$ cat config.mk
export PLATFORM = sky130hd
export DESIGN_NAME = hazard_ctrl
export DESIGN_NICKNAME = d
export VERILOG_FILES = /design/src/rtl/core_pkg.sv /design/src/rtl/hazard_ctrl_sat_counter.sv /design/src/rtl/hazard_ctrl.sv
export SDC_FILE = /design/constraint.sdc
export NUM_CORES = 1
export LEC_CHECK = 0
export CAP_MARGIN = 20
export CORE_MARGIN = 3
export CORE_UTILIZATION = 40
export DETAILED_ROUTE_END_ITERATION = 16
export PLACE_DENSITY = 0.71
export SYNTH_ARGS = -nofsm -noshare
export SYNTH_HDL_FRONTEND = slang
export SYNTH_SLANG_ARGS = --single-unit
$ cat constraint.sdc
create_clock -name clk -period 4.3 [get_ports clk]
set_input_delay 0.43 -clock clk [delete_from_list [all_inputs] [get_ports clk]]
set_output_delay 0.43 -clock clk [all_outputs]
set_load 0.005 [all_outputs]
$ cat src/rtl/core_pkg.sv
// Shared definitions for the pipeline hazard logic: forward-select encodings,
// the per-stage register record, and the "record writes register r" test.
package core_pkg;

    localparam int REG_AW = 5;

    localparam logic [1:0] FWD_BANK = 2'b00;
    localparam logic [1:0] FWD_WB   = 2'b01;
    localparam logic [1:0] FWD_MEM  = 2'b10;

    localparam logic [REG_AW-1:0] ZERO_REG = '0;

    typedef struct packed {
        logic              valid;
        logic [REG_AW-1:0] rd;
        logic [REG_AW-1:0] rs1;
        logic [REG_AW-1:0] rs2;
        logic              reg_write;
        logic              is_load;
    } stage_rec_t;

    // x0 is hardwired zero, so a write to it never produces a usable result.
    function automatic logic rec_writes(input stage_rec_t rec, input logic [REG_AW-1:0] r);
        return rec.valid & rec.reg_write & (rec.rd == r) & (rec.rd != ZERO_REG);
    endfunction

endpackage

$ cat src/rtl/hazard_ctrl_sat_counter.sv
// Event counter that sticks at all-ones instead of wrapping.
module sat_counter #(
    parameter int CNT_W = 16
) (
    input  logic             clk,
    input  logic             rst,
    input  logic             inc,
    output logic [CNT_W-1:0] q
);

    always_ff @(posedge clk or posedge rst) begin
        if (rst) begin
            q <= '0;
        end else if (inc && (q != '1)) begin
            q <= q + CNT_W'(1);
        end
    end

endmodule

$ cat src/rtl/hazard_ctrl.sv
// Hazard/forwarding controller: shadows the E/M/W register records and derives
// stall, flush and operand-forward controls plus stall/flush event counters.
module hazard_ctrl #(
    parameter int REG_AW    = 5,
    parameter int CNT_W     = 16,
    parameter bit WB_BYPASS = 1'b1
) (
    input  logic              clk,
    input  logic              rst,
    input  logic              valid_d,
    input  logic [REG_AW-1:0] rs1_d,
    input  logic [REG_AW-1:0] rs2_d,
    input  logic [REG_AW-1:0] rd_d,
    input  logic              reg_write_d,
    input  logic              is_load_d,
    input  logic              pc_src_e,
    input  logic              mem_stall,
    output logic              stall_f,
    output logic              stall_d,
    output logic              flush_d,
    output logic              flush_e,
    output logic [1:0]        forward_a_e,
    output logic [1:0]        forward_b_e,
    output logic              forward_a_d,
    output logic              forward_b_d,
    output logic [CNT_W-1:0]  lw_stall_cnt,
    output logic [CNT_W-1:0]  flush_cnt
);

    import core_pkg::*;

    stage_rec_t e_rec, m_rec, w_rec;
    stage_rec_t d_rec;
    logic       lw_hz;
    logic       lw_inc;
    logic       flush_inc;

    assign d_rec = '{valid:     valid_d,
                     rd:        rd_d,
                     rs1:       rs1_d,
                     rs2:       rs2_d,
                     reg_write: reg_write_d,
                     is_load:   is_load_d};

    assign lw_hz = valid_d & e_rec.valid & e_rec.is_load & (e_rec.rd != ZERO_REG) &
                   ((e_rec.rd == rs1_d) | (e_rec.rd == rs2_d));

    // A frozen pipeline must not flush: pc_src_e is held until release.
    always_comb begin
        stall_f = 1'b0;
        stall_d = 1'b0;
        flush_d = 1'b0;
        flush_e = 1'b0;
        if (mem_stall) begin
            stall_f = 1'b1;
            stall_d = 1'b1;
        end else begin
            stall_f = lw_hz & ~pc_src_e;
            stall_d = lw_hz & ~pc_src_e;
            flush_d = pc_src_e;
            flush_e = lw_hz | pc_src_e;
        end
    end

    always_ff @(posedge clk or posedge rst) begin
        if (rst) begin
            e_rec <= '0;
            m_rec <= '0;
            w_rec <= '0;
        end else if (!mem_stall) begin
            w_rec <= m_rec;
            m_rec <= e_rec;
            e_rec <= flush_e ? stage_rec_t'('0) : d_rec;
        end
    end

    // The newer result in M wins over the older one in W.
    always_comb begin
        forward_a_e = FWD_BANK;
        forward_b_e = FWD_BANK;
        if (rec_writes(m_rec, e_rec.rs1)) begin
            forward_a_e = FWD_MEM;
        end else if (rec_writes(w_rec, e_rec.rs1)) begin
            forward_a_e = FWD_WB;
        end
        if (rec_writes(m_rec, e_rec.rs2)) begin
            forward_b_e = FWD_MEM;
        end else if (rec_writes(w_rec, e_rec.rs2)) begin
            forward_b_e = FWD_WB;
        end
    end

    // The bank commits the W write one edge after D reads it asynchronously.
    generate
        if (WB_BYPASS) begin : gen_wb_bypass
            assign forward_a_d = rec_writes(w_rec, rs1_d);
            assign forward_b_d = rec_writes(w_rec, rs2_d);
        end else begin : gen_no_bypass
            assign forward_a_d = 1'b0;
            assign forward_b_d = 1'b0;
        end
    endgenerate

    assign lw_inc    = ~mem_stall & lw_hz & ~pc_src_e;
    assign flush_inc = ~mem_stall & pc_src_e;

    sat_counter #(.CNT_W(CNT_W)) u_lw_cnt (
        .clk (clk),
        .rst (rst),
        .inc (lw_inc),
        .q   (lw_stall_cnt)
    );

    sat_counter #(.CNT_W(CNT_W)) u_flush_cnt (
        .clk (clk),
        .rst (rst),
        .inc (flush_inc),
        .q   (flush_cnt)
    );

endmodule
# Yosys cells after proc, flatten, opt, wreduce, memory -nomap -nowiden
# Cells that the tools add are included.
dict set report classes {
  add_sub_neg 2
  n_mul 0
  div_mod_pow 0
  n_lt_le_gt_ge 0
  n_eq_ne 10
  n_shift 0
  n_mux 8
  n_bitwise 26
  n_reduce_logical 5
}
# cell count
set ops {}
lappend ops {{== test 5 bit} 8}
lappend ops {{adder 16 x 1 -> 16 bit, second input constant} 2}
lappend ops {{inequality test 16 bit, second input constant} 2}
lappend ops {{AND 1 bit} 22}
lappend ops {{two-way mux 18 bit} 1}
lappend ops {{nonzero test 5 bit} 3}
lappend ops {{two-way mux 1 bit} 5}
lappend ops {{two-way mux 2 bit} 2}
lappend ops {{logical AND 1 bit} 2}
lappend ops {{inverter 1 bit} 2}
lappend ops {{bitwise OR 1 bit} 2}
dict set report totals {
  register_bits 64
  latchBits 0
  ram_bits 0
  romBits 0
  in_bits 22
  out_inout_bits 42
  word_cells 65
  memories 0
}

# Longest topological paths before layout
dict set report logic_depth {
  word_depth 7
  ltp_mapped 7
  ltp_nobuf 6
}

# By module
# Synthesis repeated with hierarchy kept, for this count alone.
dict set report unflattened {
  hier_cells 330
  hier_area_um2 3662.3
}
# mod n_inst cells_each area_per_inst_um2 seq_area_each_um2
set by_module_without_submodules {}
lappend by_module_without_submodules {hazard_ctrl 1 188 2050.7 800.8}
lappend by_module_without_submodules {sat_counter 2 71 805.8 400.4}

# Worst setup path before layout
# No wires, ideal clock.
dict set report synth_path {
  path_type {reg-to-output}
  from {register e_rec[13] (netlist bit)}
  to {output port stall_f}
  arrival_time_ps 1585
  required_time_ps 3870
  setup_slack_ps 2285
  path_stages_with_launch 7
  n_path_buf 1
  cell_sequence {dfrtp_1 -> or4_4 -> o2111ai_4 -> inv_2 -> nand2_1 -> o21bai_1 -> buf_4}
}
dict set report synth_via {
  elab_chain_len 5
  elab_cells_between_ends 8
  cone_classes {eq/ne (2); mux (1); bitwise (4); reduce/logical (1)}
}
# element line_no
set synth_rtl {}
lappend synth_rtl {{start: declaration} hazard_ctrl.sv:32} ;# stage_rec_t e_rec, m_rec, w_rec;
lappend synth_rtl {{start signal: assignment} hazard_ctrl.sv:73} ;# e_rec <= flush_e ? stage_rec_t'('0) : d_rec;
lappend synth_rtl {{== test 5 bit or nonzero test 5 bit (tied branches)} {hazard_ctrl.sv:46, hazard_ctrl.sv:45}}
lappend synth_rtl {{bitwise OR 1 bit or AND 1 bit (tied branches)} {hazard_ctrl.sv:46, hazard_ctrl.sv:45}}
lappend synth_rtl {{AND 1 bit *} hazard_ctrl.sv:45} ;# assign lw_hz = valid_d & e_rec.valid & e_rec.is_load & (e_rec.rd != ZERO_REG) &
lappend synth_rtl {{AND 1 bit *} -}
lappend synth_rtl {{two-way mux 1 bit *} -}
lappend synth_rtl {{end: declaration} hazard_ctrl.sv:18} ;# output logic stall_f,
# Mark *: on every way between the ends. The rest lies on a longest branch, timed or not.

# Worst setup path after layout
dict set report layout_path {
  from {register w_rec[16] (netlist bit)}
  to {output port forward_a_e[0]}
}
dict set report layout_via {
  elab_chain_len 5
  elab_cells_between_ends 6
  cone_classes {eq/ne (1); mux (2); bitwise (2); reduce/logical (1)}
}
# element line_no
set layout_rtl {}
lappend layout_rtl {{start: declaration} hazard_ctrl.sv:32}
lappend layout_rtl {{start signal: assignment} hazard_ctrl.sv:71} ;# w_rec <= m_rec;
lappend layout_rtl {{== test 5 bit} core_pkg.sv:24} ;# return rec.valid & rec.reg_write & (rec.rd == r) & (rec.rd != ZERO_REG);
lappend layout_rtl {{AND 1 bit} core_pkg.sv:24}
lappend layout_rtl {{AND 1 bit *} core_pkg.sv:24}
lappend layout_rtl {{two-way mux 1 bit *} hazard_ctrl.sv:83} ;# end else if (rec_writes(w_rec, e_rec.rs1)) begin
lappend layout_rtl {{two-way mux 2 bit *} hazard_ctrl.sv:81} ;# if (rec_writes(m_rec, e_rec.rs1)) begin
lappend layout_rtl {{end: declaration} hazard_ctrl.sv:22} ;# output logic [1:0] forward_a_e,
# Marked as above.

==> impl_metrics.json <==
{
  "start_util_pct": 41.6,
  "synth_top_family_by_area": "XOR/XNOR gates",
  "clk_latency_ns": 0.33,
  "design.die.area_mm2": 0.00923,
  "synth_warnings": 0,
  "layout_setup_ws_ns": 1.36,
  "core_area_mm2": 0.00781,
  "route.detailed.drc": 0,
  "finalNonFillerCells": 453,
  "cellPowerDensity_mw_per_mm2": 365,
  "r2r_slack_ns": 2.15,
  "cp_cell_sequence": "or4_1 -> o211ai_1 -> or4_1 -> nor4_1 -> clkdlybuf4s50_1",
  "routed_wl_um": 7100,
  "place_ws_ns": 1.27,
  "met1_usage_pct": 23.3,
  "antenna_found_initial": 0,
  "status": "completed",
  "cts.sinks": 64,
  "async_flop_share_pct": 100,
  "ys_ff_latch": 64,
  "setup_viol": 0,
  "yosys.area_share.simple_pct": 14.6,
  "critPathArrivalTime_ns": 2.51,
  "grt_pass1_wl_um": 11800,
  "synth_adder_area_share_pct": 0.771,
  "fillers": 694,
  "grt-ovfl-total": 0,
  "p_leak_uw": 0.00179,
  "numCtsBuffers": 9,
  "met2_usage_pct": 25.0,
  "die_y_um": 96.1,
  "max-cap-violations": 0,
  "nNetsFinal": 370,
  "grt_pass1_vias": 2404,
  "timing.rr.start": "e_rec[13]",
  "yosysSeqAreaShare_pct": 49.4,
  "clk_path_buf_depth": 2,
  "ys_types": 35,
  "cts_tree": "yes",
  "grt_busiest_layer": "met2",
  "critPathLaunchType": "register",
  "worst_slew_pin_slew_ns": 0.871,
  "synthToLayoutAreaGrowth_pct": 28.2,
  "synth_flop_cell": "dfrtp_1",
  "avgSynthCellArea_um2": 11.5,
  "hold_path.class": "in -> async",
  "holdBufCountCts": 0,
  "crit_end": "forward_a_e[0]",
  "rows": 32,
  "cp_slowest_cell": "or4_1",
  "gp_congestion": 0.859,
  "finalSetupTns_ns": 0,
  "max_freq_mhz": 341,
  "diodes": 0,
  "syn_inst": 283,
  "slowest_delay_ns": 0.57,
  "crit_fanout": 6,
  "firstDrtPassIters": 4,
  "use_met3_pct": 3.44,
  "viasPerCell": 5.34,
  "endpoint_kind": "primary output",
  "hold_viol_final": 0,
  "synthXorXnorAreaFrac_pct": 18.9,
  "ir_drop_uv": 156,
  "fin_crit_sh_pct": 68.3,
  "post_cts_buffers": 0,
  "fin_crit_ns": 2.94,
  "required_ns": 3.87,
  "wl_per_cell_um": 15.7,
  "muxShareOfSynthArea_pct": 5.55,
  "critPathKind": "reg -> out",
  "ant_nets": 0,
  "drt-initial-drc-count": 78,
  "post_cts_resized": 0,
  "cp_common_cell": "or4_1",
  "vias": 2417,
  "grt_max_degree": 40,
  "dp_cells": 437,
  "crit_start": "w_rec[16]",
  "htree_num_levels": 3,
  "grt_use_total_pct": 16.8,
  "cts_root_buf": "clkbuf_8",
  "synth_compound_area_share_pct": 8.64,
  "hpwl_um": 5230,
  "die_w_um": 96.1,
  "io_buffers": 63,
  "path_clk_slew_ns": 0.07,
  "drive_gt1_share_pct": 10.5,
  "synthesis.area_mm2": 0.00324,
  "synth_nets": 307,
  "r2r-end": "e_rec[8]",
  "most-common-layout-cells": "dfrtp_1, clkdlybuf4s50_1, xnor2_1",
  "io_pins": 64,
  "maxSlewHeadroom_pct": 41.8,
  "rsz0062_at_grt": "no",
  "r2r_cells": 5,
  "finClkSkew_ns": 0.00527,
  "drv_slew": 0,
  "synth-edff-count": 0,
  "layout_commonest_cell": "dfrtp_1"
}
cells by family after synthesis:
| kind of cell | Yosys count |
|---|---|
| and+or+nand+nor | 83 |
| adders and majority gates | 2 |
| DFF | 64 |
| AOI/OAI and AO/OA | 32 |
| xor gates and xnor gates | 70 |
| muxes | 16 |
| buffers and inverters | 16 |
through the flow:
step	utilization (%)	total power, uW	area (um2)	hold slack, ns
3_5_place_dp	50.7	1020	3960	0.486
2_1_floorplan	-	888	3240	0.475
4_1_cts	53.3	1530	4160	0.467
6_report	53.3	1520	4160	0.458
3_3_place_gp	50.7	1010	3960	0.481
5_1_grt	53.3	1590	4160	0.509
power by group:
group	total, uW	leakage, uW	switching [uW]	internal (uW)
sequential	748	0.000854	89.7	658
clock	516	0.000103	218	298
combinational	254	0.000833	97.5	156
total	1520	0.00179	405	1110
worst max-delay path: cells and delay by family, from the launching register on:
family / cells / cell delay, ns
buffers and inverters: 1 / 0.54
AO/OA/AOI/OAI: 1 / 0.15
flip-flops: 1 / 0.56
AND/OR/NAND/NOR: 3 / 0.92
registers in the layout, summed over array words and instances, names as in the netlist:
signal,flops
u_flush_cnt.q,16
u_lw_cnt.q,16
w_rec,7
m_rec,7
e_rec,18
cells in the mapped netlist (all sizes together), types with 4 or more instances:
cell     n  area [um2]
a21oi    4        20.0
a22o    18         158
and3    12        75.1
buf      4        26.3
clkbuf  10        37.5
dfrtp   64        1600
mux2    16         180
nand2    8        30.0
nand3   22         110
nand4   14        87.6
nor2     6        22.5
nor4     7        43.8
or4      6        48.8
xnor2   46         403
xor2    24         210
layer usage:
layer | routed length (um) | share of wire (%)
met5 | 0 | 0
met4 | 100 | 1.4
met3 | 331 | 4.7
met2 | 3350 | 47
met1 | 3310 | 47
worst min path at each step:
stage / depth (start not counted) / start / endpoint
floorplan: 1 / e_rec[1] / e_rec[1]
global placement: 1 / u_lw_cnt.q[7] / u_lw_cnt.q[7]
detailed placement: 1 / u_lw_cnt.q[7] / u_lw_cnt.q[7]
CTS: 2 / rst / u_flush_cnt.q[4]
global route: 2 / rst / u_lw_cnt.q[15]
finish: 2 / rst / u_flush_cnt.q[4]
layout make-up:
type                    instances  area (um2)  share of cell area (%)
clock buffers                  13         159                    3.82
clock inverters                 3        40.0                   0.962
inverters                       2        7.51                   0.180
multi-input cells             203        1570                    37.8
flip-flops and latches         64        1600                    38.5
well taps                     102         128                    3.07
repair buffers                 66         653                    15.7
No activity file was read; power rests on OpenSTA's default activity.
